$ cat src/rtl/incr_arbiter_if.sv
// Requester/result bundle for incr_arbiter. The master modport is the client side
// (requesters plus result consumer); the slave modport is the arbiter itself.
interface incr_arbiter_if #(
  parameter int N_REQ = 4,
  parameter int WIDTH = 32,
  parameter int IDW   = $clog2(N_REQ)
);
  // Handshake: an item moves on a rising edge where its valid and ready are both 1.
  // A requester holds its operand while valid and not yet granted; the arbiter
  // holds res_data/res_id while res_valid is high and res_ready is low.
  logic [N_REQ-1:0]       req_valid;
  logic [N_REQ*WIDTH-1:0] req_data;
  logic [N_REQ-1:0]       req_ready;
  logic                   res_valid;
  logic [WIDTH:0]         res_data;
  logic [IDW-1:0]         res_id;
  logic                   res_ready;

  modport master (
    output req_valid, req_data, res_ready,
    input  req_ready, res_valid, res_data, res_id
  );

  modport slave (
    input  req_valid, req_data, res_ready,
    output req_ready, res_valid, res_data, res_id
  );
endinterface

$ cat src/rtl/incr_arbiter.sv
// Round-robin arbiter sharing one WIDTH-bit +1 incrementer among N_REQ requesters.
// Define INCR_ARB_PIPE_EN to allow accepting a new request while a result drains.
module incr_arbiter #(
  parameter int N_REQ = 4,
  parameter int WIDTH = 32,
  parameter int IDW   = $clog2(N_REQ)
) (
  input  logic           clk,
  input  logic           rst_n,
  incr_arbiter_if.slave  bus,
  output logic           dbg_hold_o,
  output logic [IDW-1:0] dbg_ptr_o
);

  typedef enum logic {
    IDLE = 1'b0,
    HOLD = 1'b1
  } state_e;

  state_e         state_q;
  logic [IDW-1:0] ptr_q;
  logic [IDW-1:0] ptr_d;
  logic [WIDTH:0] res_data_q;
  logic [WIDTH:0] res_data_d;
  logic [IDW-1:0] res_id_q;

  logic [WIDTH-1:0] ops      [N_REQ];
  logic [IDW-1:0]   cand_idx [N_REQ];
  logic             grant_found;
  logic [IDW-1:0]   grant_idx;
  logic             accept_ok;
  logic             req_fire;
  logic             res_fire;

  // cand_idx[k] is the k-th requester visited when scanning from ptr with wrap.
  for (genvar g = 0; g < N_REQ; g++) begin : g_rot
    logic [IDW:0] sum;
    assign sum         = {1'b0, ptr_q} + (IDW+1)'(g);
    assign cand_idx[g] = (sum >= (IDW+1)'(N_REQ)) ? IDW'(sum - (IDW+1)'(N_REQ))
                                                  : sum[IDW-1:0];
    assign ops[g]      = bus.req_data[g*WIDTH +: WIDTH];
  end

  always_comb begin
    grant_found = 1'b0;
    grant_idx   = '0;
    // Descending scan so the candidate closest to ptr wins.
    for (int k = N_REQ - 1; k >= 0; k--) begin
      if (bus.req_valid[cand_idx[k]]) begin
        grant_found = 1'b1;
        grant_idx   = cand_idx[k];
      end
    end
  end

`ifdef INCR_ARB_PIPE_EN
  assign accept_ok = rst_n && ((state_q == IDLE) || bus.res_ready);
`else
  assign accept_ok = rst_n && (state_q == IDLE);
`endif

  assign req_fire = grant_found && accept_ok;
  assign res_fire = (state_q == HOLD) && bus.res_ready;

  always_comb begin
    bus.req_ready = '0;
    if (req_fire) begin
      bus.req_ready[grant_idx] = 1'b1;
    end
  end

  always_comb begin
    ptr_d      = ptr_q;
    res_data_d = {1'b0, ops[grant_idx]} + (WIDTH+1)'(1);
    if (req_fire) begin
      ptr_d = (grant_idx == IDW'(N_REQ - 1)) ? '0 : grant_idx + IDW'(1);
    end
  end

  always_ff @(posedge clk or negedge rst_n) begin
    if (!rst_n) begin
      state_q    <= IDLE;
      ptr_q      <= '0;
      res_data_q <= '0;
      res_id_q   <= '0;
    end else begin
      ptr_q <= ptr_d;
      case (state_q)
        IDLE: begin
          if (req_fire) begin
            state_q    <= HOLD;
            res_data_q <= res_data_d;
            res_id_q   <= grant_idx;
          end
        end
        HOLD: begin
          if (req_fire) begin
            res_data_q <= res_data_d;
            res_id_q   <= grant_idx;
          end else if (res_fire) begin
            state_q <= IDLE;
          end
        end
        default: state_q <= IDLE;
      endcase
    end
  end

  assign bus.res_valid = (state_q == HOLD);
  assign bus.res_data  = res_data_q;
  assign bus.res_id    = res_id_q;
  assign dbg_hold_o    = (state_q == HOLD);
  assign dbg_ptr_o     = ptr_q;

endmodule

$ cat src/flat_wrapper.sv
// flat-port wrapper written by rule: the top's interface ports become plain ports
module incr_arbiter_flat 
#(
  parameter int N_REQ = 4,
  parameter int WIDTH = 32,
  parameter int IDW   = $clog2(N_REQ)
)
  (clk, rst_n, dbg_hold_o, dbg_ptr_o, bus_req_valid, bus_req_data, bus_res_ready, bus_req_ready, bus_res_valid, bus_res_data, bus_res_id);
  incr_arbiter_if #(.N_REQ(N_REQ), .WIDTH(WIDTH), .IDW(IDW)) bus_i ();
  input  logic clk;
  input  logic rst_n;
  output logic dbg_hold_o;
  output logic [IDW-1:0] dbg_ptr_o;
  input wire logic [$bits(bus_i.req_valid)-1:0] bus_req_valid;
  input wire logic [$bits(bus_i.req_data)-1:0] bus_req_data;
  input wire logic [$bits(bus_i.res_ready)-1:0] bus_res_ready;
  output wire logic [$bits(bus_i.req_ready)-1:0] bus_req_ready;
  output wire logic [$bits(bus_i.res_valid)-1:0] bus_res_valid;
  output wire logic [$bits(bus_i.res_data)-1:0] bus_res_data;
  output wire logic [$bits(bus_i.res_id)-1:0] bus_res_id;
  assign bus_i.req_valid = bus_req_valid;
  assign bus_i.req_data = bus_req_data;
  assign bus_i.res_ready = bus_res_ready;
  assign bus_req_ready = bus_i.req_ready;
  assign bus_res_valid = bus_i.res_valid;
  assign bus_res_data = bus_i.res_data;
  assign bus_res_id = bus_i.res_id;
  incr_arbiter #(.N_REQ(N_REQ), .WIDTH(WIDTH), .IDW(IDW)) u_core (.clk(clk), .rst_n(rst_n), .bus(bus_i), .dbg_hold_o(dbg_hold_o), .dbg_ptr_o(dbg_ptr_o));
endmodule
$ cat config.mk
export PLATFORM = sky130hd
export DESIGN_NAME = incr_arbiter_flat
export DESIGN_NICKNAME = d
export VERILOG_FILES = /design/src/rtl/incr_arbiter_if.sv /design/src/rtl/incr_arbiter.sv /design/src/flat_wrapper.sv
export SDC_FILE = /design/constraint.sdc
export NUM_CORES = 1
export LEC_CHECK = 0
export CORE_MARGIN = 1
export CORE_UTILIZATION = 43
export DETAILED_ROUTE_END_ITERATION = 6
export HOLD_SLACK_MARGIN = 0.06
export MAX_ROUTING_LAYER = met4
export PLACE_DENSITY = 0.88
export SLEW_MARGIN = 40
export SYNTH_ARGS = -nofsm -noshare
export SYNTH_HDL_FRONTEND = slang
export SYNTH_SLANG_ARGS = --single-unit
export TNS_END_PERCENT = 50
$ cat constraint.sdc
create_clock -name clk -period 6.2 [get_ports clk]
set_input_delay 1.24 -clock clk [delete_from_list [all_inputs] [get_ports clk]]
set_output_delay 1.24 -clock clk [all_outputs]
set_load 0.01 [all_outputs]
==> results.cfg, run 1 <==
[outcome]
status = complete, no violations

[cts]
clock_latency_ns = 0.29
cts_sinks = 38
postCtsSetupRepairBufs = 0
clk_path_buf_depth = 2
cts_tree = built
cts_hold_buf = 0
clockRootBuffer = clkbuf_8
cts_buffers = 5
cts_resized = 0
htreeDepth = 2
path_clk_slew_ns = 0.08

[drt]
ant_nets = 0
wire_per_inst_um = 16.2
drt-pass1-iter-count = 4
drt_iter0_markers = 125
dr_total_vias = 3397
routed_wl_mm = 10.3
vias_per_cell = 5.33
drc = 0

[setup_path]
critPathMaxFanout = 63
arrival_ns = 5.31
cp.required_ns = 6.35
r2r_cells = 14
end_kind = register
crit_chain = clkdlybuf4s50_1, mux2i_1, a2bb2oi_2, and2_2, buf_4, mux2i_1, a22o_1, inv_1, ha_1, inv_1, nor4b_1, nand4_1, nor4_1, xor2_1, a21oi_1
critPathSlowestCell = buf_4
critPathMaxStageDelay_ns = 0.64
worstSetupPathType = input pin to register
critPathLaunchType = input pin

[floorplanning]
die_y_um = 88.6
core_sq_mm = 0.00725
die_x_um = 88.6
pin_count = 178
die_area_sq_mm = 0.00785
start_util_pct = 44.5
rows = 31

[sta]
period_needed_ns = 5.16
finalHoldViolations = 0
grt_setup_unrepaired = no
tightest_slew_ns = 0.825
finalMaxSlewViolations = 0
fmax_mhz = 194
fin_worst_skew_ns = 0.00706
period_share_pct = 83.3
max-slew-margin-rel_pct = 45.0
fin_setup_tns_ns = 0
setup_viol = 0

[pwr]
peakVddDrop_mv = 0.198
powerDensity_mw_per_mm2 = 348
p_leak_nw = 2.07

[synthesis]
synth_warnings = 0
syn_inst = 377
synthesis.nets = 517
netlist_area_sq_mm = 0.00323
syn_avg_cell_area_sq_um = 8.56
synth_seq_cells = 38
async_reset_ff_share_pct = 100
ys_seq_area_share_pct = 29.5
synth_cell_type_count = 43
synth_edf_count = 0
synth_ff_type = dfrtp_1

[hold_path]
hp-class = register to register
hold_depth = 1

[global_route]
grt.total_usage_pct = 26.7
first_global_vias = 3376
grt.overflow.total = 0
grt_max_degree = 64
antenna_found_initial = 0
grt_pass1_wl_mm = 15.6

[placement]
dp_hpwl_mm = 7.85
port_buffers = 177
place_area_sq_mm = 0.00499
routabilityCongestion = 0.835

[final_layout]
antenna_cells = 0
drive_gt1_share_pct = 7.25
nFillCells = 587
syn2layout_area_growth_pct = 57.1
nNetsFinal = 678
stdcell_area_sq_mm = 0.00507

[flow_run]
drv_cap = 0
==> through the flow <==
step / hold WS [ns] / worst slack [ns] / cells / power [mW] / utilization [%]
after floorplan: 0.549 / 2.39 / 377 / 1.16 / -
after global placement: 0.488 / 0.997 / 630 / 1.56 / 68.8
after detailed placement: 0.499 / 0.752 / 630 / 1.60 / 68.8
after CTS: 0.516 / 1.05 / 637 / 1.77 / 69.8
after global routing: 0.535 / 0.755 / 637 / 1.89 / 69.8
final: 0.519 / 1.04 / 637 / 1.76 / 69.8
==> final timing paths <==
kind	from	endpoint	slack, ns
worst min-delay path	u_core.bus.res_data[1]$_DFFE_PN0P_	u_core.bus.res_data[1]$_DFFE_PN0P_	0.52
min in group asynchronous	rst_n	u_core.bus.res_data[8]$_DFFE_PN0P_	1.08
worst min register to register	u_core.bus.res_data[1]$_DFFE_PN0P_	u_core.bus.res_data[1]$_DFFE_PN0P_	0.52
worst max register to register	u_core.dbg_ptr_o[1]$_DFFE_PN0P_	u_core.bus.res_data[22]$_DFFE_PN0P_	2.03
max in group asynchronous	rst_n	u_core.bus.res_data[30]$_DFFE_PN0P_	4.75
worst max-delay path	bus_req_valid[3]	u_core.bus.res_data[22]$_DFFE_PN0P_	1.04
==> worst max-delay path, delay by kind of cell <==
family	cells	cell delay, ns
compound gates	3	0.57
mux	2	0.29
fa+ha+maj	1	0.15
buf+inv	4	1.33
simple gates	4	1.54
xor+xnor	1	0.19
==> kinds of logic after synthesis <==
kind of cell / share of synthesized area, %
and+or+nand+nor: 22.7
AOI/OAI and AO/OA: 16.9
muxes: 14.3
DFF: 29.5
buffers and inverters: 6.52
xor gates and xnor gates: 8.15
adders and majority gates: 1.94
==> registers in the layout, summed over array words and instances (netlist names) <==
register,flops
u_core.bus.res_data,33
u_core.bus.res_valid,1
u_core.bus.res_id,2
u_core.dbg_ptr_o,2
==> cells in the mapped netlist (6+ instances only) <==
master | number | area (sq um)
a21oi_1 | 55 | 275
nand2_1 | 42 | 158
nor2_1 | 40 | 150
dfrtp_1 | 38 | 951
mux2i_1 | 36 | 360
xor2_1 | 21 | 184
a22o_1 | 20 | 175
nor3_1 | 14 | 70.1
clkbuf_1 | 10 | 37.5
mux2_2 | 9 | 101
xnor2_1 | 9 | 78.8
buf_2 | 7 | 35.0
and2_1 | 6 | 37.5
inv_1 | 6 | 22.5
==> power breakdown <==
part	leakage (nW)	switching, mW	internal (mW)
logic	1.61	0.592	0.577
registers	0.421	0.0698	0.356
clock network	0.0438	0.0920	0.0757
==> layout make-up <==
type                            count  area [sq um]  share of cell area [%]
Clock buffer                        5          68.8                    1.36
Multi-Input combinational cell    304          2080                    41.1
Timing Repair Buffer              181          1800                    35.5
Tap cell                           99           124                    2.45
Clock inverter                      2          10.0                   0.198
Sequential cell                    38           951                    18.8
Inverter                            8          31.3                   0.617
==> routing by layer <==
metal  GRT usage [%]  routed length [um]
met1            29.5                4050
met2            48.7                5370
met3            5.78                 756
met4            6.30                 127
met5               -                   0
==> cells in the final DEF (no fill, tap or decap), types with 6 or more instances in the layout <==
cell type	instances
a21oi_1	54
a22o_1	20
clkdlybuf4s50_1	176
dfrtp_1	38
inv_1	6
mux2_2	9
mux2i_1	36
nand2_1	42
nor2_1	40
nor3_1	14
xnor2_1	9
xor2_1	21
No activity file was read; power rests on OpenSTA's default activity.
==> run 2, diff against run 1 <==
--- a/config.mk
+++ b/config.mk
@@ -6,11 +6,11 @@
 export NUM_CORES = 1
 export LEC_CHECK = 0
 export CORE_MARGIN = 1
-export CORE_UTILIZATION = 43
+export CORE_UTILIZATION = 36
 export DETAILED_ROUTE_END_ITERATION = 6
 export HOLD_SLACK_MARGIN = 0.06
 export MAX_ROUTING_LAYER = met4
-export PLACE_DENSITY = 0.88
+export PLACE_DENSITY = 0.79
 export SLEW_MARGIN = 40
 export SYNTH_ARGS = -nofsm -noshare
 export SYNTH_HDL_FRONTEND = slang
==> constraint.sdc (replaced) <==
create_clock -name clk -period 4.15 [get_ports clk]
set_input_delay 0.83 -clock clk [delete_from_list [all_inputs] [get_ports clk]]
set_output_delay 0.83 -clock clk [all_outputs]
set_load 0.01 [all_outputs]
==> run 2 against run 1 <==
Critical path depth down 6. Count of clock-buffer cells in the layout up 2. Total power rose by 60%. Largest power group unchanged. Final cell count grew 4.7%. Largest cell class unchanged. Register-to-register slack got worse by 1.2 ns.
==> results.cfg, run 2 (same netlist as run 1, synthesis figures left out) <==
[final_layout]
final_common_cell = clkdlybuf4s50_1
largest_reg_flops = 33
nNetsFinal = 698
layout.cells.non_filler = 667
syn2layout_area_growth_pct = 63.7
final_cell_mix = 176 x clkdlybuf4s50_1, 54 x a21oi_1, 42 x nand2_1
antenna_cells = 0
drive_gt1_share_pct = 10.4

[sta]
max-slew-margin-rel_pct = 65.4
fin_worst_skew_ns = 0.00559
grt_setup_unrepaired = no
finalMaxSlewViolations = 0
tightest_slew_ns = 0.519
finalHoldViolations = 0
fin_setup_tns_ns = 0
fmax_mhz = 250
setup_viol = 0
period_share_pct = 96.3
period_needed_ns = 3.99

[placement]
routabilityCongestion = 0.860
port_buffers = 177
dp_hpwl_mm = 8.17
dp.cells = 659

[floorplanning]
die_x_um = 96.7
die_y_um = 96.7
start_util_pct = 37.2
die_area_sq_mm = 0.00934
rows = 34
pin_count = 178
core_sq_mm = 0.00868

[pwr]
peakVddDrop_mv = 0.232
p_leak_nw = 2.19
p_total_mw = 2.82
powerDensity_mw_per_mm2 = 534

[hold_path]
hp-class = register to register
hold_depth = 1

[cts]
path_clk_slew_ns = 0.07
cts_sinks = 38
htreeDepth = 2
cts_tree = built
cts_hold_buf = 0
clockRootBuffer = clkbuf_8
clock_latency_ns = 0.29
postCtsSetupRepairBufs = 0
clk_path_buf_depth = 2
cts_resized = 0
cts_buffers = 5

[setup_path]
critPathMaxFanout = 17
end_kind = output pin
worstSetupPathType = input pin to output pin
r2r_cells = 15
cp.required_ns = 3.32
critPathLaunchType = input pin
arrival_ns = 3.16

[drt]
dr_total_vias = 3469
drt_iter0_markers = 123
wire_per_inst_um = 15.4
drt-pass1-iter-count = 4
ant_nets = 0
drc = 0
routed_wl_mm = 10.3
vias_per_cell = 5.20

[global_route]
first_global_vias = 3467
grt_max_degree = 43
grt.overflow.total = 0
grt_pass1_wl_mm = 16.5
grt.total_usage_pct = 22.3
antenna_found_initial = 0

[flow_run]
drv_cap = 0

[outcome]
status = complete, no violations
run 2: cell count changes in the layout (fill, tap and decap cells not counted):
cell and delta:
buf_12 +2, buf_4 +18, bufinv_16 +1, clkbuf_1 +2, clkinv_2 -2
run 2: metrics by stage:
stage | hold WS (ns) | worst slack, ns | utilization (%) | instance area (sq um)
finish | 0.511 | 0.155 | 60.8 | 5280
global route | 0.531 | 0.00880 | 60.8 | 5280
global placement | 0.491 | 0.146 | 59.6 | 5170
CTS | 0.513 | 0.157 | 60.8 | 5280
detailed placement | 0.497 | 0.0253 | 59.6 | 5170
floorplan | 0.534 | 0.753 | - | 3230
run 2: final timing paths:
path                            slack (ns)                                   to                              from
worst max-delay path                  0.16                     bus_req_ready[2]                  bus_req_valid[3]
worst min-delay path                  0.51     u_core.bus.res_id[1]$_DFFE_PN0P_  u_core.bus.res_id[1]$_DFFE_PN0P_
worst max register to register        0.87  u_core.bus.res_data[22]$_DFFE_PN0P_   u_core.dbg_ptr_o[1]$_DFFE_PN0P_
worst min register to register        0.51     u_core.bus.res_id[1]$_DFFE_PN0P_  u_core.bus.res_id[1]$_DFFE_PN0P_
max in group asynchronous             3.12  u_core.bus.res_data[21]$_DFFE_PN0P_                             rst_n
min in group asynchronous             0.66   u_core.bus.res_data[8]$_DFFE_PN0P_                             rst_n
run 2: critical path: stages:
cell	delay (ns)
clkdlybuf4s50_1	0.52
mux2i_1	0.12
a2bb2oi_2	0.17
and2_2	0.34
clkinv_2	0.14
buf_4	0.23
ha_1	0.21
and2_1	0.13
clkdlybuf4s50_1	0.48
run 2: final cells by class:
cell class,count,area [sq um]
clock inverters,1,30.0
multi-input cells,304,2080
repair buffers,201,1970
fillers,774,3400
inverters,8,31.3
flip-flops and latches,38,951
clock buffers,7,76.3
well taps,108,135
run 2: routing by layer:
layer	up-vias	part of all wire [%]	track usage, %
met5	-	0	-
li1	1696	-	-
met1	1632	43	26.0
met3	8	6.7	4.34
met4	0	1.1	4.82
met2	133	50	39.8
run 2: power by group:
part / total [mW] / internal (mW) / switching, mW
sequential: 0.635 / 0.532 / 0.103
clock: 0.311 / 0.180 / 0.131
combinational: 1.87 / 0.961 / 0.912
total: 2.82 / 1.67 / 1.15
==> run 3, diff against run 2 <==
--- a/config.mk
+++ b/config.mk
@@ -10,7 +10,7 @@
 export DETAILED_ROUTE_END_ITERATION = 6
 export HOLD_SLACK_MARGIN = 0.06
 export MAX_ROUTING_LAYER = met4
-export PLACE_DENSITY = 0.79
+export PLACE_DENSITY_LB_ADDON = 0.3
 export SLEW_MARGIN = 40
 export SYNTH_ARGS = -nofsm -noshare
 export SYNTH_HDL_FRONTEND = slang
==> run 3 against run 2 <==
Final cell count shrank 1.2%. Non-clock buffer count shrank 8. Cell area shrank 1.6%. Highest routed layer unchanged. Clock power shrank 13%. Setup slack gained 0.021 ns. Hold slack gained 0.0035 ns. Via count shrank 2.3%. Clock skew is essentially flat.
==> results.cfg, run 3 (same netlist as run 1, synthesis figures left out) <==
[sta]
finalHoldViolations = 0
grt_setup_unrepaired = no
max-slew-margin-rel_pct = 58.0
setup_viol = 0
fin_worst_skew_ns = 0.00527
fin_setup_tns_ns = 0
period_share_pct = 95.8
tightest_slew_ns = 0.630
fin_ws_ns = 0.176
fmax_mhz = 252
finalMaxSlewViolations = 0
period_needed_ns = 3.97

[drt]
vias_per_cell = 5.14
ant_nets = 0
wire_per_inst_um = 15.3
dr_total_vias = 3389
drc = 0
drt-pass1-iter-count = 4
routed_wl_mm = 10.1
drt_iter0_markers = 74

[pwr]
p_total_mw = 2.71
powerDensity_mw_per_mm2 = 521
p_leak_nw = 2.14
swShare_pct = 41.6
clockPowerShare_pct = 10.0
p_sw_mw = 1.13
power.internal_mw = 1.58
peakVddDrop_mv = 0.292
comb_power_share_pct = 66.6
p_seq_share_pct = 23.4

[cts]
cts_tree = built
htreeDepth = 2
cts_resized = 0
postCtsSetupRepairBufs = 0
cts_hold_buf = 0
path_clk_slew_ns = 0.08
clockRootBuffer = clkbuf_8
clock_latency_ns = 0.28
cts_sinks = 38
clk_path_buf_depth = 2
cts_buffers = 5

[floorplanning]
die_area_sq_mm = 0.00934
die_x_um = 96.7
rows = 34
pin_count = 178
die_y_um = 96.7
start_util_pct = 37.2
core_sq_mm = 0.00868

[setup_path]
cp_common_cell = clkdlybuf4s50_1
critPathSlowestCell = clkdlybuf4s50_1
r2r_setup_slack_ns = 0.86
critPathLaunchType = input pin
worstSetupPathType = input pin to output pin
r2r_start = u_core.dbg_ptr_o[1]$_DFFE_PN0P_
critPathMaxFanout = 28
r2r_cells = 11
critPathMaxStageDelay_ns = 0.53
r2r_end = u_core.bus.res_data[27]$_DFFE_PN0P_
worst-path-buf-inv = 3
end_kind = output pin
arrival_ns = 3.14
crit_chain = clkdlybuf4s50_1, mux2i_1, a2bb2oi_2, and2_2, buf_4, ha_1, and2_1, clkdlybuf4s50_1
cp_top_family = buffers and inverters
cp.required_ns = 3.32

[hold_path]
hold_depth = 1
hold_path_end = u_core.bus.res_data[1]$_DFFE_PN0P_
hp-class = register to register
hp-start = u_core.bus.res_data[1]$_DFFE_PN0P_

[placement]
port_buffers = 177
place_area_sq_mm = 0.00510
dp_hpwl_mm = 7.88
pre_cts_ws_ns = -0.0236
routabilityCongestion = 0.781
dp.cells = 651

[global_route]
antenna_found_initial = 0
first_global_vias = 3457
grt.total_usage_pct = 22.0
grt.overflow.total = 0
grt_max_degree = 67
grt_pass1_wl_mm = 16.4

[final_layout]
final_cell_mix = 176 x clkdlybuf4s50_1, 54 x a21oi_1, 42 x nand2_1
drive_gt1_share_pct = 9.44
antenna_cells = 0
syn2layout_area_growth_pct = 61.1
nNetsFinal = 690
final_common_cell = clkdlybuf4s50_1
layout.cells.non_filler = 659
stdcell_area_sq_mm = 0.00520
largest_reg_flops = 33

[outcome]
status = complete, no violations

[flow_run]
drv_cap = 0
[run 3: power groups by stage]
| stage | sequential, mW | combinational (mW) | clock [mW] |
|---|---|---|---|
| 4_1_cts | 0.637 | 1.82 | 0.279 |
| 5_1_grt | 0.658 | 1.96 | 0.294 |
| 2_1_floorplan | 0.707 | 1.03 | 0 |
| 6_report | 0.634 | 1.80 | 0.271 |
| 3_3_place_gp | 0.638 | 1.78 | 0 |
| 3_5_place_dp | 0.643 | 1.80 | 0 |
[run 3: per-stage QoR]
step | utilization, % | hold WS, ns
3_3_place_gp | 58.8 | 0.491
3_5_place_dp | 58.8 | 0.498
5_1_grt | 59.9 | 0.538
2_1_floorplan | - | 0.534
6_report | 59.9 | 0.514
4_1_cts | 59.9 | 0.520
[run 3: area by class of cell]
class	instances	area [sq um]
inverter	8	31.3
tap	108	135
timing repair buffer	193	1900
fill	819	3480
multi-input combinational	304	2080
clock inverter	2	12.5
clock buffer	6	82.6
sequential	38	951
[run 3: worst max-delay path by stage]
stage	startpoint	to	slack, ns	cells past startpoint
after floorplan	bus_req_valid[3]	u_core.bus.res_data[28]$_DFFE_PN0P_	0.75	17
after detailed placement	bus_req_valid[3]	u_core.bus.res_data[27]$_DFFE_PN0P_	-0.02	12
final	bus_req_valid[3]	bus_req_ready[1]	0.18	8
after CTS	bus_req_valid[3]	bus_req_ready[1]	0.15	8
after global routing	bus_req_valid[3]	bus_req_ready[3]	0.04	8
after global placement	bus_req_valid[2]	u_core.bus.res_data[17]$_DFFE_PN0P_	0.13	13
[run 3: metal layers]
layer,vias to the layer above,GRT usage [%],routed length (um)
met5,-,-,0
met4,0,5.05,109
met3,8,5.42,718
met2,128,38.7,4980
met1,1573,25.1,4250
li1,1680,-,-
==> RTL change: new RTL, settings of run 3 <==
Make the reset (`rst_n`) synchronous in one clocked block.
--- a/src/rtl/incr_arbiter.sv
+++ b/src/rtl/incr_arbiter.sv
@@ -77,7 +77,7 @@
     end
   end
 
-  always_ff @(posedge clk or negedge rst_n) begin
+  always_ff @(posedge clk) begin
     if (!rst_n) begin
       state_q    <= IDLE;
       ptr_q      <= '0;
Formal check against the unedited RTL: differs if rst_n is asserted again (counterexample within 4 cycles, from zero or initial values and one cycle with rst_n low); with rst_n held inactive, the same outputs for 10 cycles.
==> RTL change against run 3 <==
Sequential power down 25%. Non-clock buffer count up 23. Final area up 9.1%. Worst setup slack better by 110 ps. Via count up 28%. Sequential cell count unchanged. Area after synthesis up 7.9%. Highest routed layer unchanged. Total power down 27%. Routed wire length up 30%. Critical endpoint is now bus_req_ready[2]. Count of clock-buffer cells in the layout down 1. Register-to-register slack better by 90 ps.
==> RTL change: results (changes against run 3) <==
Run status
  – Outcome: finished clean (unchanged)

Global routing
  – Initial antenna violation count: 1 (was 0)
  – Vias in the first global route: 4110 (was 3457)
  – Total track usage: 26.2% (was 22.0%)
  – Largest net degree at the start of global routing: 53 (was 67)
  – Global-route wire length before repair: 20.1 mm (was 16.4 mm)

Layout
  – Finished Layout Cells: 790 (was 659)
  – Fillers: 857 (was 819)
  – Final nets: 799 (was 690)
  – Layout cells sized above 1: 11.7% (was 9.44%)

Placed design
  – Placed Instances: 781 (was 651)
  – Pre-CTS setup slack: 149 ps (was -23.6 ps)
  – HPWL reported at the end of detailed placement: 10.5 mm (was 7.88 mm)
  – Placer Congestion: 0.901 (was 0.781)

Worst setup path
  – WP data arrival: 3040 ps (was 3140 ps)
  – Worst Path Max Fanout: 8 (was 28)

Drt
  – Total Wirelength: 13.0 mm (was 10.1 mm)
  – Drt first-iter violations: 247 (was 74)
  – Via density: 5.50 (was 5.14)

Pwr
  – Maximum vdd ir drop: 0.000184 V (was 0.000292 V)
  – Switching share of power: 37.9% (was 41.6%)
  – Pleak: 2.24 nW (was 2.14 nW)

Timing
  – Slew @ Worst Pin: 616 ps (was 630 ps)

Logic synthesis
  – Cells taking the most area after synthesis: dfxtp_1, nand3_1, and3_1 (was dfrtp_1, mux2i_1, a21oi_1)
  – Post-synth top cells: nand3_1, o21ai_0, and3_1, nand2_1, dfxtp_1 (was a21oi_1, nand2_1, nor2_1)
  – Gate Count Post-Synth: 478 (was 377)
  – Yosys cell types: 63 (was 43)
  – Mapped Nets: 618 (was 517)
==> RTL change: power by group through the flow <==
| stage | clock [mW] | combinational (mW) | sequential, mW |
|---|---|---|---|
| after floorplan | 0 | 0.570 | 0.509 |
| after global placement | 0 | 1.09 | 0.481 |
| after detailed placement | 0 | 1.10 | 0.486 |
| after CTS | 0.384 | 1.11 | 0.478 |
| after global routing | 0.399 | 1.20 | 0.486 |
| final | 0.380 | 1.11 | 0.477 |
==> RTL change: cell families (layout without fill, tap and decap cells) <==
kind of cell	after synthesis	count (layout)	synth area share, %
AOI/OAI and AO/OA	110	110	21.9
adders and majority gates	5	5	1.80
buffers and inverters	47	229	7.12
muxes	8	8	2.37
DFF	38	38	21.9
and+or+nand+nor	248	248	39.4
other	0	1	0
xor gates and xnor gates	22	22	5.54
==> RTL change: through the flow <==
stage                     hold slack (ps)  power, mW  utilization (%)
after detailed placement              450       1.59             59.5
final                                 460       1.97             61.0
after floorplan                       475       1.08                -
after CTS                             463       1.97             61.0
after global routing                  490       2.09             61.0
after global placement                447       1.57             59.5
==> RTL change: layout make-up <==
cell class,count,share of cell area [%]
multi-input combinational,393,43.6
inverter,5,0.331
timing repair buffer,216,37.3
clock buffer,5,1.21
clock inverter,3,1.21
tap,129,2.85
sequential,38,13.4
antenna,1,0.0442
==> RTL change: routing by layer <==
| metal | GRT usage (%) | routed length, um |
|---|---|---|
| met5 | - | 0 |
| met1 | 33.3 | 5820 |
| met2 | 43.5 | 6240 |
| met4 | 8.70 | 304 |
| met3 | 2.79 | 676 |
==> RTL change: worst max-delay path, cell delays in order <==
cell	delay, ps
clkdlybuf4s50_1	450
and2_4	200
and2_4	160
nor3_4	310
inv_2	100
buf_4	190
ha_1	190
and2_1	130
clkdlybuf4s50_1	470
==> RTL change: path summary, 6_finish.rpt <==
kind / from / depth (start not counted) / end / slack (ps)
worst min register to register: u_core.bus.res_data[25] / 2 / u_core.bus.res_data[25] / 460
worst max register to register: u_core.dbg_ptr_o[1] / 9 / u_core.bus.res_data[32] / 950
worst max-delay path: bus_req_valid[0] / 9 / bus_req_ready[2] / 280
worst min-delay path: u_core.bus.res_data[25] / 2 / u_core.bus.res_data[25] / 460
